File: src/rtl/vec_mul_pkg.sv
// Shared definitions for the vector-multiply sequencing controller:
// FSM state encodings, default latencies and the modular address adder.
package vec_mul_pkg;

   localparam int DEF_UB_RD_LATENCY = 1;
   localparam int DEF_ARRAY_LATENCY = 2;
   localparam int DEF_RELOAD_CYCLES = 1;

   // Address arithmetic is done at this width and truncated by the caller,
   // which gives modulo-2^ADDRESSSIZE wrap for any ADDRESSSIZE up to 32.
   localparam int ADDR_CALC_W = 32;

   localparam logic [2:0] ST_IDLE   = 3'd0;
   localparam logic [2:0] ST_LOAD_W = 3'd1;
   localparam logic [2:0] ST_RELOAD = 3'd2;
   localparam logic [2:0] ST_STREAM = 3'd3;
   localparam logic [2:0] ST_DRAIN  = 3'd4;

   function automatic logic [ADDR_CALC_W-1:0] addr_add(
      input logic [ADDR_CALC_W-1:0] base,
      input logic [ADDR_CALC_W-1:0] offset
   );
      return base + offset;
   endfunction

endpackage

File: src/rtl/vec_mul_valid_pipe.sv
// Fixed-depth shift register carrying {valid, address} alongside the
// UB-read + array latency, with a synchronous clear of the valid bits.
module vec_mul_valid_pipe #(
   parameter int DEPTH  = 3,
   parameter int ADDR_W = 10
) (
   input  logic              clk,
   input  logic              rst,
   input  logic              clr,
   input  logic              in_vld,
   input  logic [ADDR_W-1:0] in_addr,
   output logic              out_vld,
   output logic [ADDR_W-1:0] out_addr,
   output logic              pending
);

   logic [DEPTH-1:0]  vld_p;
   logic [ADDR_W-1:0] addr_p [DEPTH];

   always_ff @(posedge clk) begin
      if (rst || clr) begin
         vld_p <= '0;
      end else begin
         vld_p[0] <= in_vld;
         for (int i = 1; i < DEPTH; i++) begin
            vld_p[i] <= vld_p[i-1];
         end
      end
   end

   always_ff @(posedge clk) begin
      addr_p[0] <= in_addr;
      for (int i = 1; i < DEPTH; i++) begin
         addr_p[i] <= addr_p[i-1];
      end
   end

   assign out_vld  = vld_p[DEPTH-1];
   assign out_addr = addr_p[DEPTH-1];

   // An entry still in flight after this cycle: any valid short of the output stage.
   generate
      if (DEPTH > 1) begin : g_deep
         assign pending = |vld_p[DEPTH-2:0];
      end else begin : g_shallow
         assign pending = 1'b0;
      end
   endgenerate

endmodule

File: src/rtl/vec_mul_seq_ctrl.sv
// Job sequencer for the vector-multiply datapath: pops weights, strobes the
// reload, streams UB rows and generates results-SRAM write addresses per tile.
module vec_mul_seq_ctrl
   import vec_mul_pkg::*;
#(
   parameter int ADDRESSSIZE   = 10,
   parameter int CNT_W         = 8,
   parameter int UB_RD_LATENCY = DEF_UB_RD_LATENCY,
   parameter int ARRAY_LATENCY = DEF_ARRAY_LATENCY,
   parameter int RELOAD_CYCLES = DEF_RELOAD_CYCLES
) (
   input  logic                   clk,
   input  logic                   rst,
   input  logic                   start,
   input  logic                   abort,
   input  logic [ADDRESSSIZE-1:0] ub_base,
   input  logic [ADDRESSSIZE-1:0] res_base,
   input  logic [CNT_W-1:0]       num_vecs,
   input  logic [CNT_W-1:0]       num_tiles,
   input  logic                   fifo_empty,
   output logic                   fifo_read_enable,
   output logic                   weight_reload,
   output logic                   ub_rd_en,
   output logic [ADDRESSSIZE-1:0] ub_addr,
   output logic                   res_we,
   output logic [ADDRESSSIZE-1:0] res_addr,
   output logic                   busy,
   output logic                   done,
   output logic                   err,
   output logic                   aborted
);

   localparam int PIPE_DEPTH = UB_RD_LATENCY + ARRAY_LATENCY;
   localparam int RCNT_W     = (RELOAD_CYCLES > 1) ? $clog2(RELOAD_CYCLES) : 1;
   localparam logic [RCNT_W-1:0] RCNT_LAST = RCNT_W'(RELOAD_CYCLES - 1);
   localparam logic [RCNT_W-1:0] RCNT_ONE  = RCNT_W'(1);
   localparam logic [CNT_W-1:0]  CNT_ONE   = CNT_W'(1);

   logic [2:0]             state;
   logic [CNT_W-1:0]       vec;
   logic [CNT_W-1:0]       tile;
   logic [RCNT_W-1:0]      rel_cnt;
   logic                   done_q;
   logic                   err_q;
   logic                   aborted_q;

   logic [CNT_W-1:0]       num_vecs_q;
   logic [CNT_W-1:0]       num_tiles_q;
   logic [ADDRESSSIZE-1:0] ub_base_q;
   logic [ADDRESSSIZE-1:0] tile_base;

   logic                   go_abort;
   logic                   job_ok;
   logic                   last_issue;
   logic [CNT_W:0]         tile_inc;
   logic                   more_tiles;
   logic                   drain_exit;
   logic                   tile_adv;
   logic                   pipe_vld;
   logic                   pipe_pending;
   logic [ADDRESSSIZE-1:0] pipe_addr;
   logic [ADDRESSSIZE-1:0] issue_ub_addr;
   logic [ADDRESSSIZE-1:0] issue_res_addr;

   assign go_abort   = abort && (state != ST_IDLE);
   assign job_ok     = (num_vecs != '0) && (num_tiles != '0);
   assign last_issue = (vec == num_vecs_q - CNT_ONE);
   assign tile_inc   = {1'b0, tile} + (CNT_W+1)'(1);
   assign more_tiles = tile_inc < {1'b0, num_tiles_q};
   assign drain_exit = (state == ST_DRAIN) && !pipe_pending && !go_abort;
   assign tile_adv   = drain_exit && more_tiles;

   // tile_base tracks res_base + tile*num_vecs by accumulation, so the
   // truncated-product address needs no multiplier.
   assign issue_ub_addr  = ADDRESSSIZE'(addr_add(ADDR_CALC_W'(ub_base_q), ADDR_CALC_W'(vec)));
   assign issue_res_addr = ADDRESSSIZE'(addr_add(ADDR_CALC_W'(tile_base), ADDR_CALC_W'(vec)));

   always_ff @(posedge clk) begin
      if (rst) begin
         state     <= ST_IDLE;
         vec       <= '0;
         tile      <= '0;
         rel_cnt   <= '0;
         done_q    <= 1'b0;
         err_q     <= 1'b0;
         aborted_q <= 1'b0;
      end else begin
         done_q    <= 1'b0;
         err_q     <= 1'b0;
         aborted_q <= 1'b0;
         if (go_abort) begin
            state     <= ST_IDLE;
            aborted_q <= 1'b1;
         end else begin
            case (state)
               ST_IDLE: begin
                  if (start) begin
                     if (!job_ok) begin
                        err_q  <= 1'b1;
                        done_q <= 1'b1;
                     end else begin
                        tile  <= '0;
                        state <= ST_LOAD_W;
                     end
                  end
               end
               ST_LOAD_W: begin
                  if (!fifo_empty) begin
                     rel_cnt <= '0;
                     state   <= ST_RELOAD;
                  end
               end
               ST_RELOAD: begin
                  if (rel_cnt == RCNT_LAST) begin
                     vec   <= '0;
                     state <= ST_STREAM;
                  end else begin
                     rel_cnt <= rel_cnt + RCNT_ONE;
                  end
               end
               ST_STREAM: begin
                  vec <= vec + CNT_ONE;
                  if (last_issue) begin
                     state <= ST_DRAIN;
                  end
               end
               ST_DRAIN: begin
                  if (drain_exit) begin
                     if (more_tiles) begin
                        tile  <= tile_inc[CNT_W-1:0];
                        state <= ST_LOAD_W;
                     end else begin
                        done_q <= 1'b1;
                        state  <= ST_IDLE;
                     end
                  end
               end
               default: state <= ST_IDLE;
            endcase
         end
      end
   end

   // Job parameters are captured on the start cycle only; they are data, not control.
   always_ff @(posedge clk) begin
      if ((state == ST_IDLE) && start) begin
         ub_base_q   <= ub_base;
         num_vecs_q  <= num_vecs;
         num_tiles_q <= num_tiles;
         tile_base   <= res_base;
      end else if (tile_adv) begin
         tile_base <= ADDRESSSIZE'(addr_add(ADDR_CALC_W'(tile_base), ADDR_CALC_W'(num_vecs_q)));
      end
   end

   vec_mul_valid_pipe #(
      .DEPTH  (PIPE_DEPTH),
      .ADDR_W (ADDRESSSIZE)
   ) u_valid_pipe (
      .clk      (clk),
      .rst      (rst),
      .clr      (go_abort),
      .in_vld   (ub_rd_en),
      .in_addr  (issue_res_addr),
      .out_vld  (pipe_vld),
      .out_addr (pipe_addr),
      .pending  (pipe_pending)
   );

   assign busy             = (state != ST_IDLE);
   assign fifo_read_enable = (state == ST_LOAD_W) && !fifo_empty;
   assign weight_reload    = (state == ST_RELOAD);
   assign ub_rd_en         = (state == ST_STREAM);
   assign ub_addr          = ub_rd_en ? issue_ub_addr : '0;
   assign res_we           = pipe_vld;
   assign res_addr         = pipe_vld ? pipe_addr : '0;
   assign done             = done_q;
   assign err              = err_q;
   assign aborted          = aborted_q;

endmodule

File: config.mk
export PLATFORM = sky130hd
export DESIGN_NAME = vec_mul_seq_ctrl
export DESIGN_NICKNAME = d
export VERILOG_FILES = /design/src/rtl/vec_mul_pkg.sv /design/src/rtl/vec_mul_valid_pipe.sv /design/src/rtl/vec_mul_seq_ctrl.sv
export SDC_FILE = /design/constraint.sdc
export NUM_CORES = 1
export LEC_CHECK = 0
export BUFFER_PORTS_ARGS = -buffer_cell sky130_fd_sc_hd__buf_4
export CELL_PAD_IN_SITES_DETAIL_PLACEMENT = 1
export CELL_PAD_IN_SITES_GLOBAL_PLACEMENT = 1
export CORE_ASPECT_RATIO = 0.9
export CORE_MARGIN = 3
export CORE_UTILIZATION = 30
export CTS_CLUSTER_SIZE = 30
export DETAILED_ROUTE_END_ITERATION = 12
export GPL_TIMING_DRIVEN = 0
export PLACE_DENSITY_LB_ADDON = 0.08
export SYNTH_ARGS = -nofsm -noshare
export SYNTH_HDL_FRONTEND = slang
export SYNTH_HIERARCHICAL = 1
export SYNTH_SLANG_ARGS = --single-unit
File: constraint.sdc
create_clock -name clk -period 6.2 [get_ports clk]
set_input_delay 0.31 -clock clk [delete_from_list [all_inputs] [get_ports clk]]
set_output_delay 0.31 -clock clk [all_outputs]
set_load 0.03 [all_outputs]
# [Word level (Yosys, flattened, before mapping)]
# Memory sizes are Yosys's and may differ from the RTL's.
# Cells that the tools add are included.
[op_classes] n_addsub=7 n_lt_le_gt_ge=1 n_eq_ne=12 muxes=28 bitwise_logic=2 reduce_logical=26
[op_table] op="$mux W10" n=4
[op_table] op="$mux W8" n=5
[op_table] op="$pmux W8 S2" n=2
[op_table] op="$add A10 B8 Y10" n=3
[op_table] op="$mux W3" n=6
[op_table] op="$reduce_bool A8 Y1" n=2
[op_table] op="$pmux W3 S5" n=1
[op_table] op="$ne A2 B2 Y1 const B" n=6
[op_table] op="$reduce_and A6 Y1" n=2
[op_table] op="$add A8 B1 Y9 const B" n=1
[op_table] op="$lt A9 B8 Y1" n=1
[op_table] op="$add A8 B1 Y8 const B" n=1
[op_table] op="$eq A8 B8 Y1" n=1
[op_table] op="$mux W1" n=8
[op_table] op="$reduce_bool A2 Y1" n=4
[op_table] op="$sub A8 B1 Y8 const B" n=1
[op_table] op="$logic_and A1 B1 Y1" n=7
[op_table] op="$eq A3 B2 Y1 const B" n=2
[op_table] op="$reduce_and A3 Y1" n=2
[op_table] op="$pmux W1 S2" n=2
[op_table] op="$reduce_or A2 Y1" n=2
[op_table] op="$eq A3 B1 Y1 const B" n=1
[op_table] op="$eq A3 B3 Y1 const B" n=1
[op_table] op="$logic_not A1 Y1" n=3
[op_table] op="other kinds (7)" n=8
[word_totals] register_bits=62 ramBits=30 input_bits=41 output_inout_bits=28 wordCells=89 mem_count=1
[memory_table] memory="u_valid_pipe.addr_p" depth=3 word_bits=10 read_ports=3 rd_ports_with_merged_regs=0 write_ports=3 line="vec_mul_valid_pipe.sv:18" source="logic [ADDR_W-1:0] addr_p [DEPTH];"

# [Depth between registers and ports, before layout]
# Gate-level depths: netlist of the first run.
[logic_depth] depth_word=7 depth_mapped=11 depth_no_buf=11

# [Modules after synthesis]
# The synthesis of the first run kept the hierarchy.
[modules_own_cells] mod="vec_mul_seq_ctrl" n_inst=1 cells_per_inst=438 area_per_inst_um2=4008.8 seq_area_each_um2=1521.5
[modules_own_cells] mod="vec_mul_valid_pipe" n_inst=1 cells_per_inst=47 area_per_inst_um2=764.5 seq_area_each_um2=660.6

# [Worst setup path before layout of the first run]
# No wires, ideal clock.
[synth_path] kind="reg-to-reg" start="reg tile[2]" end="reg tile_base[0] (enable)" setup_ns=0.276 arrival_time_ns=2.440 required_ns=5.924 path_slack_ns=3.484 stages_incl_launch_ff=11 n_path_buf=0 period_less_slack_ns=2.716 path_cell_list="dfxtp_1 nand3_1 nor3_1 nand3_1 xnor2_1 ha_1 nand3_1 o211ai_1 a211oi_1 and3_1 or2_2"
[synth_via] elab_chain_len=4
[synth_rtl] item="start, declared" line="vec_mul_seq_ctrl.sv:41" source="logic [CNT_W-1:0] tile;"
[synth_rtl] item="start signal, assigned" line="vec_mul_seq_ctrl.sv:130" source="tile <= tile_inc[CNT_W-1:0];"
[synth_rtl] item="$add A8 B1 Y9" line="vec_mul_seq_ctrl.sv:68" source="assign tile_inc = {1'b0, tile} + (CNT_W+1)'(1);"
[synth_rtl] item="$lt A9 B8 Y1" line="vec_mul_seq_ctrl.sv:69" source="assign more_tiles = tile_inc < {1'b0, num_tiles_q};"
[synth_rtl] item="$logic_and A1 B1 Y1" line="vec_mul_seq_ctrl.sv:71" source="assign tile_adv = drain_exit && more_tiles;"
[synth_rtl] item="$reduce_bool A2 Y1 (no source line)"
[synth_rtl] item="end signal, assigned" line="vec_mul_seq_ctrl.sv:150" source="tile_base <= res_base;"
[synth_rtl] item="end signal, assigned" line="vec_mul_seq_ctrl.sv:152" source="tile_base <= ADDRESSSIZE'(addr_add(ADDR_CALC_W'(tile_base), ADDR_CALC_W'(num_vecs_q)));"
[synth_rtl] item="end, declared" line="vec_mul_seq_ctrl.sv:50" source="logic [ADDRESSSIZE-1:0] tile_base;"
# No other way between the ends.
# A chain may end at the register's enable or synchronous reset.

# [Worst setup path after layout of the first run]
[layout_path] start="reg tile[2]" end="reg tile_base[3] (enable)"
# Same word-level chain as after synthesis.

==> reports/summary.log, run 1 <==
[outcome] status complete, no violations
[sta] max-slew violation count 0
[power] Final Total Pwr 1.84 mW
[power] pwr/cell area 314 nW/um2
[cells_and_area] Layout area overhead 22.8%
[yosys] Post-Synth Simple-Gate Area 18.1%
[sta] Fmax 281 MHz
[cts] # H-tree levels 3
[placement] gp weighted congestion 0.783
[cells_and_area] number of nets in the finished design 643
[cts] Clk Latency, worst-skew pair 350 ps
[worst_setup_path] critical setup path kind reg2reg
[grt] initial antenna violation count 0
[cells_and_area] most common cell after layout, fill and taps aside sky130_fd_sc_hd__buf_4
[sta] number of endpoints failing setup at the final stage 0
[floorplan] Std-Cell Rows 43
[floorplan] top-level port count 69
[cts] count of hold buffers inserted by post-cts repair 0
[sta] final cycle utilization of the critical path 57.5%
[yosys] multiplexer share of the synthesized area 1.26%
[worst_setup_path] origin of the worst setup path tile[2]$_SDFFE_PP0P_
[power] total leakage power 2.51 nW
[yosys] main flop type after synthesis sky130_fd_sc_hd__dfxtp_1
[worst_setup_path] endpoint of the lowest-slack register-to-register path tile_base[3]$_DFFE_PP_
[detailed_routing] Vias per Instance 4.91
[floorplan] DIE HEIGHT 126 um
[grt] largest net degree at the start of global routing 22
[detailed_routing] ANT nets after route 0
[worst_setup_path] launching point of the worst reg2reg path tile[2]$_SDFFE_PP0P_
[min_path] Hold Path Class in2reg
[yosys] Syn. warnings 6
[cells_and_area] number of fill cells in the layout 1796
[power] Worst VDD drop 0.000157 V
[yosys] number of storage elements in the synthesis netlist 91
[worst_setup_path] largest driver fanout on the critical path 10
[yosys] FFs w/ async S/R, synth 0%
[yosys] main combinational cell family by area after synthesis simple AND/OR/NAND/NOR gates
[cells_and_area] total inserted antenna cells 0
[grt] grt ovf 0
[yosys] post-synthesis compound-gate area fraction 13.5%
[sta] setup TNS 0 ps
[yosys] summed instance area of the synthesized netlist 4770 um2
[sta] time the final worst path needs with I/O delays and setup 3560 ps
[yosys] synthesized-area fraction occupied by adder cells 10.2%
[yosys] parity-gate share of the synthesized area counting xor and xnor cells 6.06%
[cts] master cell of the clock root buffer sky130_fd_sc_hd__clkbuf_16
[detailed_routing] Iteration-0 DRC Markers 181
[floorplan] horizontal die dimension 139 um
[cells_and_area] leading cell types in the layout, fill and taps excluded 79 x sky130_fd_sc_hd__buf_4, 55 x sky130_fd_sc_hd__dfxtp_1, 40 x sky130_fd_sc_hd__nand2_1, 36 x sky130_fd_sc_hd__edfxtp_1, 35 x sky130_fd_sc_hd__nor2_1
[worst_setup_path] Critical Path Sink Type flop
[min_path] origin of the worst min-delay path ub_base[0]
[detailed_routing] number of DRC violations after detailed routing 0
[yosys] sequential fraction of the synthesis area 45.7%
[cts] Sinks on Clock Net 91
[detailed_routing] number of iterations in the first detailed-routing pass 4
[grt] wire length of the first global-routing pass 20400 um
[cts] TritonCTS clock tree built
[worst_setup_path] required time of the critical path 6220 ps
[worst_setup_path] R2R cell count 10
[placement] port buffer count 68
[sta] worst slew margin relative to its limit 48.3%
[sta] Least-Margin Pin Slew 770 ps
[sta] RSZ-0062 raised after global routing false
[detailed_routing] average wire length per cell after detail routing 15.9 um
[sta] Layout Skew 6.24 ps
[detailed_routing] vias post-DR 3794
[yosys] Post-Synthesis Cells 485
[min_path] capture endpoint of the worst hold path ub_base_q[0]$_DFFE_PP_
[cts] maximum root-to-sink buffer count 2
[floorplan] Core ar. 15500 um2
[min_path] hold path cells 1
[detailed_routing] Routed Wire Length 12300 um
[sta] worst path setup slack after routing 2640 ps
[worst_setup_path] reg-to-reg slack, setup 2640 ps
[sta] hold violation count in the final report 0
[job] max-cap check violation count 0
[cts] clock slew at reported path FFs 70 ps
[yosys] Post-Synthesis Net Count 563
[cts] post-cts resize count 0
[cts] TritonCTS buffer count 9
[grt] overall routing resource usage 14.6%
[yosys] mean area per synthesized cell 9.84 um2
[worst_setup_path] category of the worst setup path launch point flop
[floorplan] initial core utilization 30.8%
[placement] worst slack after detailed placement 2590 ps
[grt] vias in the first global route 4022
[floorplan] DIE AREA 17500 um2
[cells_and_area] fraction of final layout cells sized beyond drive strength 1 19.3%
[worst_setup_path] data arrival time at the worst-slack endpoint 3590 ps
[placement] half-perimeter wire length after detailed placement 9670 um
[yosys] number of enable-type register cells in the synthesized netlist 36
[cts] post-CTS setup buffer count 0
[yosys] Cell variety after synth 58
==> how the worst max path moves through the flow <==
| stage | cells past startpoint | to |
|---|---|---|
| finish | 10 | tile_base[3]$_DFFE_PP_ |
| global route | 10 | tile_base[5]$_DFFE_PP_ |
| CTS | 10 | tile_base[5]$_DFFE_PP_ |
| detailed placement | 10 | tile_base[6]$_DFFE_PP_ |
| global placement | 6 | tile_base[7]$_DFFE_PP_ |
| floorplan | 10 | tile_base[0]$_DFFE_PP_ |
==> cells by family after synthesis <==
kind of cell	count (synthesis)
mux	6
xor+xnor	33
buf+inv	51
compound gates	97
simple gates	170
flops	91
fa+ha+maj	37
==> worst max-delay path: stages (launching register included) <==
cell and delay (ps):
sky130_fd_sc_hd__dfxtp_1 430, sky130_fd_sc_hd__nand3_1 160, sky130_fd_sc_hd__nor3_1 480, sky130_fd_sc_hd__nand3_1 170, sky130_fd_sc_hd__xnor2_1 230, sky130_fd_sc_hd__ha_1 320
sky130_fd_sc_hd__nand3_1 110, sky130_fd_sc_hd__o211ai_1 170, sky130_fd_sc_hd__a211oi_1 480, sky130_fd_sc_hd__and3_1 340, sky130_fd_sc_hd__or2_2 340
==> per-stage QoR <==
| step | area [um2] | hold slack [ps] | util (%) | cells |
|---|---|---|---|---|
| 3_3_place_gp | 5540 | 313 | 35.7 | 755 |
| 4_1_cts | 5860 | 111 | 37.8 | 772 |
| 6_report | 5860 | 131 | 37.8 | 772 |
| 2_1_floorplan | 4770 | 310 | - | 485 |
| 5_1_grt | 5860 | 116 | 37.8 | 772 |
| 3_5_place_dp | 5570 | 313 | 35.9 | 756 |
==> synth_stat cells (5+ instances only) <==
library cell               count  area [um2]
sky130_fd_sc_hd__and3_1        8        50.1
sky130_fd_sc_hd__a21o_1        6        45.0
sky130_fd_sc_hd__nand4_1       8        50.1
sky130_fd_sc_hd__nand3_1      14        70.1
sky130_fd_sc_hd__xor2_1       12         105
sky130_fd_sc_hd__or4_1         5        37.5
sky130_fd_sc_hd__and2_1       10        62.6
sky130_fd_sc_hd__or2_2         7        43.8
sky130_fd_sc_hd__o21ai_0      21         105
sky130_fd_sc_hd__nor2b_1       8        50.1
sky130_fd_sc_hd__ha_1         34         425
sky130_fd_sc_hd__a21oi_1      34         170
sky130_fd_sc_hd__inv_1        34         128
sky130_fd_sc_hd__or3_1         5        31.3
sky130_fd_sc_hd__xnor2_1      21         184
sky130_fd_sc_hd__mux2i_1       6        60.1
sky130_fd_sc_hd__nand2_1      40         150
sky130_fd_sc_hd__nor3_1       14        70.1
sky130_fd_sc_hd__nor3b_1       5        37.5
sky130_fd_sc_hd__edfxtp_1     36        1080
sky130_fd_sc_hd__nor2_1       35         131
sky130_fd_sc_hd__dfxtp_1      55        1100
sky130_fd_sc_hd__buf_4        11        82.6
==> metal layers <==
layer	share of wire, %	vias to the layer above	wire (um)	track usage [%]
met5	0	-	0	0
met4	1.5	0	180	4.66
met3	3.6	17	444	3.57
met2	47	68	5820	24.8
met1	48	1824	5840	18.4
li1	-	1885	-	-
==> state kept, by name, summed over array words and instances (netlist names) <==
| signal | count |
|---|---|
| u_valid_pipe/addr_p | 30 |
| tile_base | 10 |
| ub_base_q | 10 |
| num_tiles_q | 8 |
| num_vecs_q | 8 |
| tile | 8 |
| vec | 8 |
| state | 3 |
| u_valid_pipe/vld_p | 3 |
| aborted | 1 |
| done | 1 |
| err | 1 |
==> report_power, final <==
part | total [mW] | switching, mW | internal [mW]
Sequential | 0.813 | 0.0510 | 0.762
Combinational | 0.481 | 0.271 | 0.210
Clock | 0.546 | 0.247 | 0.299
==> cell type report <==
class	instances	area (um2)	share of cell area (%)
multi-input combinational	343	2350	40.0
sequential	91	2180	37.2
timing repair buffer	69	538	9.18
clock buffer	11	253	4.31
tap	202	253	4.31
inverter	34	128	2.18
buffer	17	119	2.03
clock inverter	5	43.8	0.747
Note: power is estimated with default switching activity, not from simulation.
==> inputs of run 2 (changes only) <==
--- a/config.mk
+++ b/config.mk
@@ -5,6 +5,7 @@
 export SDC_FILE = /design/constraint.sdc
 export NUM_CORES = 1
 export LEC_CHECK = 0
+export ABC_AREA = 1
 export BUFFER_PORTS_ARGS = -buffer_cell sky130_fd_sc_hd__buf_4
 export CELL_PAD_IN_SITES_DETAIL_PLACEMENT = 1
 export CELL_PAD_IN_SITES_GLOBAL_PLACEMENT = 1
==> constraint.sdc (replaced) <==
create_clock -name clk -period 3.73 [get_ports clk]
set_input_delay 0.1865 -clock clk [delete_from_list [all_inputs] [get_ports clk]]
set_output_delay 0.1865 -clock clk [all_outputs]
set_load 0.03 [all_outputs]
==> run 2 against run 1 <==
  * Largest power group is now combinational cells
  * Critical path depth grew 1
  * Routed wire length grew 3.4%
  * Flip-flop and latch count did not move
  * Non-clock buffer count rose by 6
  * Register-to-register slack got worse by 1800 ps
==> reports/summary.log, run 2 <==
[yosys] FFs w/ async S/R, synth 0%
[yosys] Post-Synthesis Net Count 687
[grt] grt ovf 0
[sta] RSZ-0062 raised after global routing false
[cells_and_area] total inserted antenna cells 0
[sta] max-slew violation count 0
[detailed_routing] Routed Wire Length 12700 um
[worst_setup_path] category of the worst setup path launch point flop
[detailed_routing] average wire length per cell after detail routing 14.1 um
[cells_and_area] Largest Register u_valid_pipe/addr_p
[yosys] Post-Synthesis Cells 609
[yosys] sequential fraction of the synthesis area 44.0%
[cts] master cell of the clock root buffer sky130_fd_sc_hd__clkbuf_16
[detailed_routing] ANT nets after route 0
[detailed_routing] number of DRC violations after detailed routing 0
[floorplan] DIE AREA 18100 um2
[cts] Sinks on Clock Net 91
[placement] gp weighted congestion 0.825
[cts] TritonCTS buffer count 9
[floorplan] Std-Cell Rows 43
[sta] number of endpoints failing setup at the final stage 0
[yosys] post-synthesis compound-gate area fraction 9.22%
[sta] Layout Skew 6.15 ps
[worst_setup_path] required time of the critical path 3730 ps
[yosys] largest area contributor in the synthesized netlist sky130_fd_sc_hd__dfxtp_1
[sta] Least-Margin Pin Slew 830 ps
[yosys] summed instance area of the synthesized netlist 4960 um2
[cells_and_area] Layout area overhead 22.7%
[cts] maximum root-to-sink buffer count 2
[sta] worst slew margin relative to its limit 44.6%
[cells_and_area] number of nets in the finished design 774
[cells_and_area] most common cell after layout, fill and taps aside sky130_fd_sc_hd__nand2_1
[yosys] Syn. warnings 6
[cells_and_area] registers with the highest flip-flop counts u_valid_pipe/addr_p: 30 flops, tile_base: 10 flops, ub_base_q: 10 flops
[cts] post-cts resize count 0
[sta] Worst Hold Slack 21.2 ps
[yosys] mean area per synthesized cell 8.15 um2
[sta] final cycle utilization of the critical path 77.3%
[detailed_routing] Iteration-0 DRC Markers 98
[cts] TritonCTS clock tree built
[grt] initial antenna violation count 0
[job] max-cap check violation count 0
[grt] largest net degree at the start of global routing 36
[cts] clock slew at reported path FFs 70 ps
[placement] worst slack after detailed placement 789 ps
[floorplan] initial core utilization 31.4%
[yosys] most common cell in the synthesized netlist sky130_fd_sc_hd__nand2_1
[worst_setup_path] Critical Path Sink Type flop
[yosys] most area-consuming cells after synthesis sky130_fd_sc_hd__dfxtp_1 22%, sky130_fd_sc_hd__edfxtp_1 22%, sky130_fd_sc_hd__nand2_1 10%
[cts] # H-tree levels 3
[floorplan] Core ar. 15800 um2
[yosys] parity-gate share of the synthesized area counting xor and xnor cells 3.88%
[grt] vias in the first global route 4396
[cells_and_area] fraction of final layout cells sized beyond drive strength 1 17.3%
[sta] Fmax 347 MHz
[worst_setup_path] CP Cell Sequence ha_1, nand2_1, nor3_1, xor2_1, ha_1, a21o_1, nand3_2, nand2_2, nor2_4, nand3_1, nand2_1
[worst_setup_path] largest driver fanout on the critical path 10
[cells_and_area] final instance area 6090 um2
[detailed_routing] vias post-DR 4156
[power] pwr/cell area 697 nW/um2
[sta] time the final worst path needs with I/O delays and setup 2880 ps
[placement] half-perimeter wire length after detailed placement 10100 um
[sta] setup TNS 0 ps
[detailed_routing] Vias per Instance 4.60
[yosys] multiplexer share of the synthesized area 0%
[cells_and_area] Largest register FFs 30
[grt] wire length of the first global-routing pass 21900 um
[floorplan] top-level port count 69
[worst_setup_path] critical setup path kind reg2reg
[worst_setup_path] critical path's largest stage delay 440 ps
[yosys] Post-Synth Simple-Gate Area 24.6%
[yosys] synthesized-area fraction occupied by adder cells 9.78%
[power] total leakage power 2.83 nW
[yosys] number of enable-type register cells in the synthesized netlist 36
[placement] port buffer count 68
[min_path] Hold Path Class in2reg
[worst_setup_path] data arrival time at the worst-slack endpoint 2880 ps
[cts] Clk Latency, worst-skew pair 350 ps
[yosys] share of Yosys cell area claimed by the top area cell type 22.2%
[power] Worst VDD drop 0.000237 V
[sta] worst path setup slack after routing 847 ps
[placement] post-placement cell area 5730 um2
[grt] overall routing resource usage 15.1%
[outcome] status complete, no violations
[worst_setup_path] Worst path slowest cell sky130_fd_sc_hd__dfxtp_1
[yosys] most numerous cell types in the synthesized netlist 135 x sky130_fd_sc_hd__nand2_1, 76 x sky130_fd_sc_hd__inv_1, 63 x sky130_fd_sc_hd__nor2_1
[sta] hold violation count in the final report 0
[yosys] number of storage elements in the synthesis netlist 91
[cells_and_area] final core occ 38.5%
[floorplan] DIE HEIGHT 128 um
[yosys] Cell variety after synth 40
[yosys] main flop type after synthesis sky130_fd_sc_hd__dfxtp_1
[detailed_routing] number of iterations in the first detailed-routing pass 4
[cells_and_area] leading cell types in the layout, fill and taps excluded 135 x sky130_fd_sc_hd__nand2_1, 78 x sky130_fd_sc_hd__buf_4, 76 x sky130_fd_sc_hd__inv_1, 63 x sky130_fd_sc_hd__nor2_1, 55 x sky130_fd_sc_hd__dfxtp_1
[floorplan] horizontal die dimension 142 um
[yosys] main combinational cell family by area after synthesis simple AND/OR/NAND/NOR gates
==> run 2: worst max-delay path, delay by kind of cell (launching register included) <==
family | cells | cell delay [ps]
AND/OR/NAND/NOR | 7 | 1110
flip-flops | 1 | 440
XOR/XNOR | 1 | 270
AO/OA/AOI/OAI | 1 | 180
adder cells (fa/ha/maj) | 2 | 520
==> run 2: path summary, 6_finish.rpt <==
| kind | from | end | slack (ps) | cells after the start |
|---|---|---|---|---|
| setup reg to reg | tile[0]$_SDFFE_PP0P_ | tile_base[8]$_DFFE_PP_ | 850 | 11 |
| setup / recovery | tile[0]$_SDFFE_PP0P_ | tile_base[8]$_DFFE_PP_ | 850 | 11 |
| hold / removal | num_vecs[7] | num_vecs_q[7]$_DFFE_PP_ | 20 | 1 |
| hold reg to reg | u_valid_pipe/addr_p[0][14]$_DFF_P_ | u_valid_pipe/addr_p[0][24]$_DFF_P_ | 330 | 0 |
==> run 2: metrics by stage <==
| stage | power, mW | instances |
|---|---|---|
| 2_1_floorplan | 2.89 | 609 |
| 3_3_place_gp | 3.33 | 879 |
| 3_5_place_dp | 3.40 | 879 |
| 4_1_cts | 4.32 | 903 |
| 5_1_grt | 4.64 | 903 |
| 6_report | 4.25 | 903 |
==> run 2: report_power, final <==
group / total [mW] / internal [mW] / switching (mW)
sequential: 1.65 / 1.45 / 0.192
clock: 0.879 / 0.464 / 0.416
combinational: 1.72 / 0.666 / 1.05
==> run 2: kinds of logic after synthesis <==
family,count (synthesis)
flip-flops,91
adder cells (fa/ha/maj),37
XOR/XNOR,22
AO/OA/AOI/OAI,84
buffers and inverters,100
AND/OR/NAND/NOR,275
==> run 2: what timing repair did <==
action | in CTS | in global routing
setup buffers | 0 | 0
hold endpoints to repair | 8 | 0
hold buffers | 8 | 0
==> run 2: routing by layer <==
layer | wire length, um | up-vias | GRT usage [%]
met5 | 0 | - | 0
li1 | - | 2151 | -
met3 | 427 | 9 | 3.47
met4 | 129 | 0 | 3.84
met2 | 5670 | 60 | 24.3
met1 | 6470 | 1936 | 20.7
==> run 2: area by class of cell <==
cell class | instances | area [um2]
timing repair buffer | 76 | 591
clock buffer | 9 | 225
buffer | 16 | 111
multi-input combinational | 418 | 2360
fill | 1906 | 9730
inverter | 84 | 315
tap | 202 | 253
sequential | 91 | 2180
clock inverter | 7 | 58.8
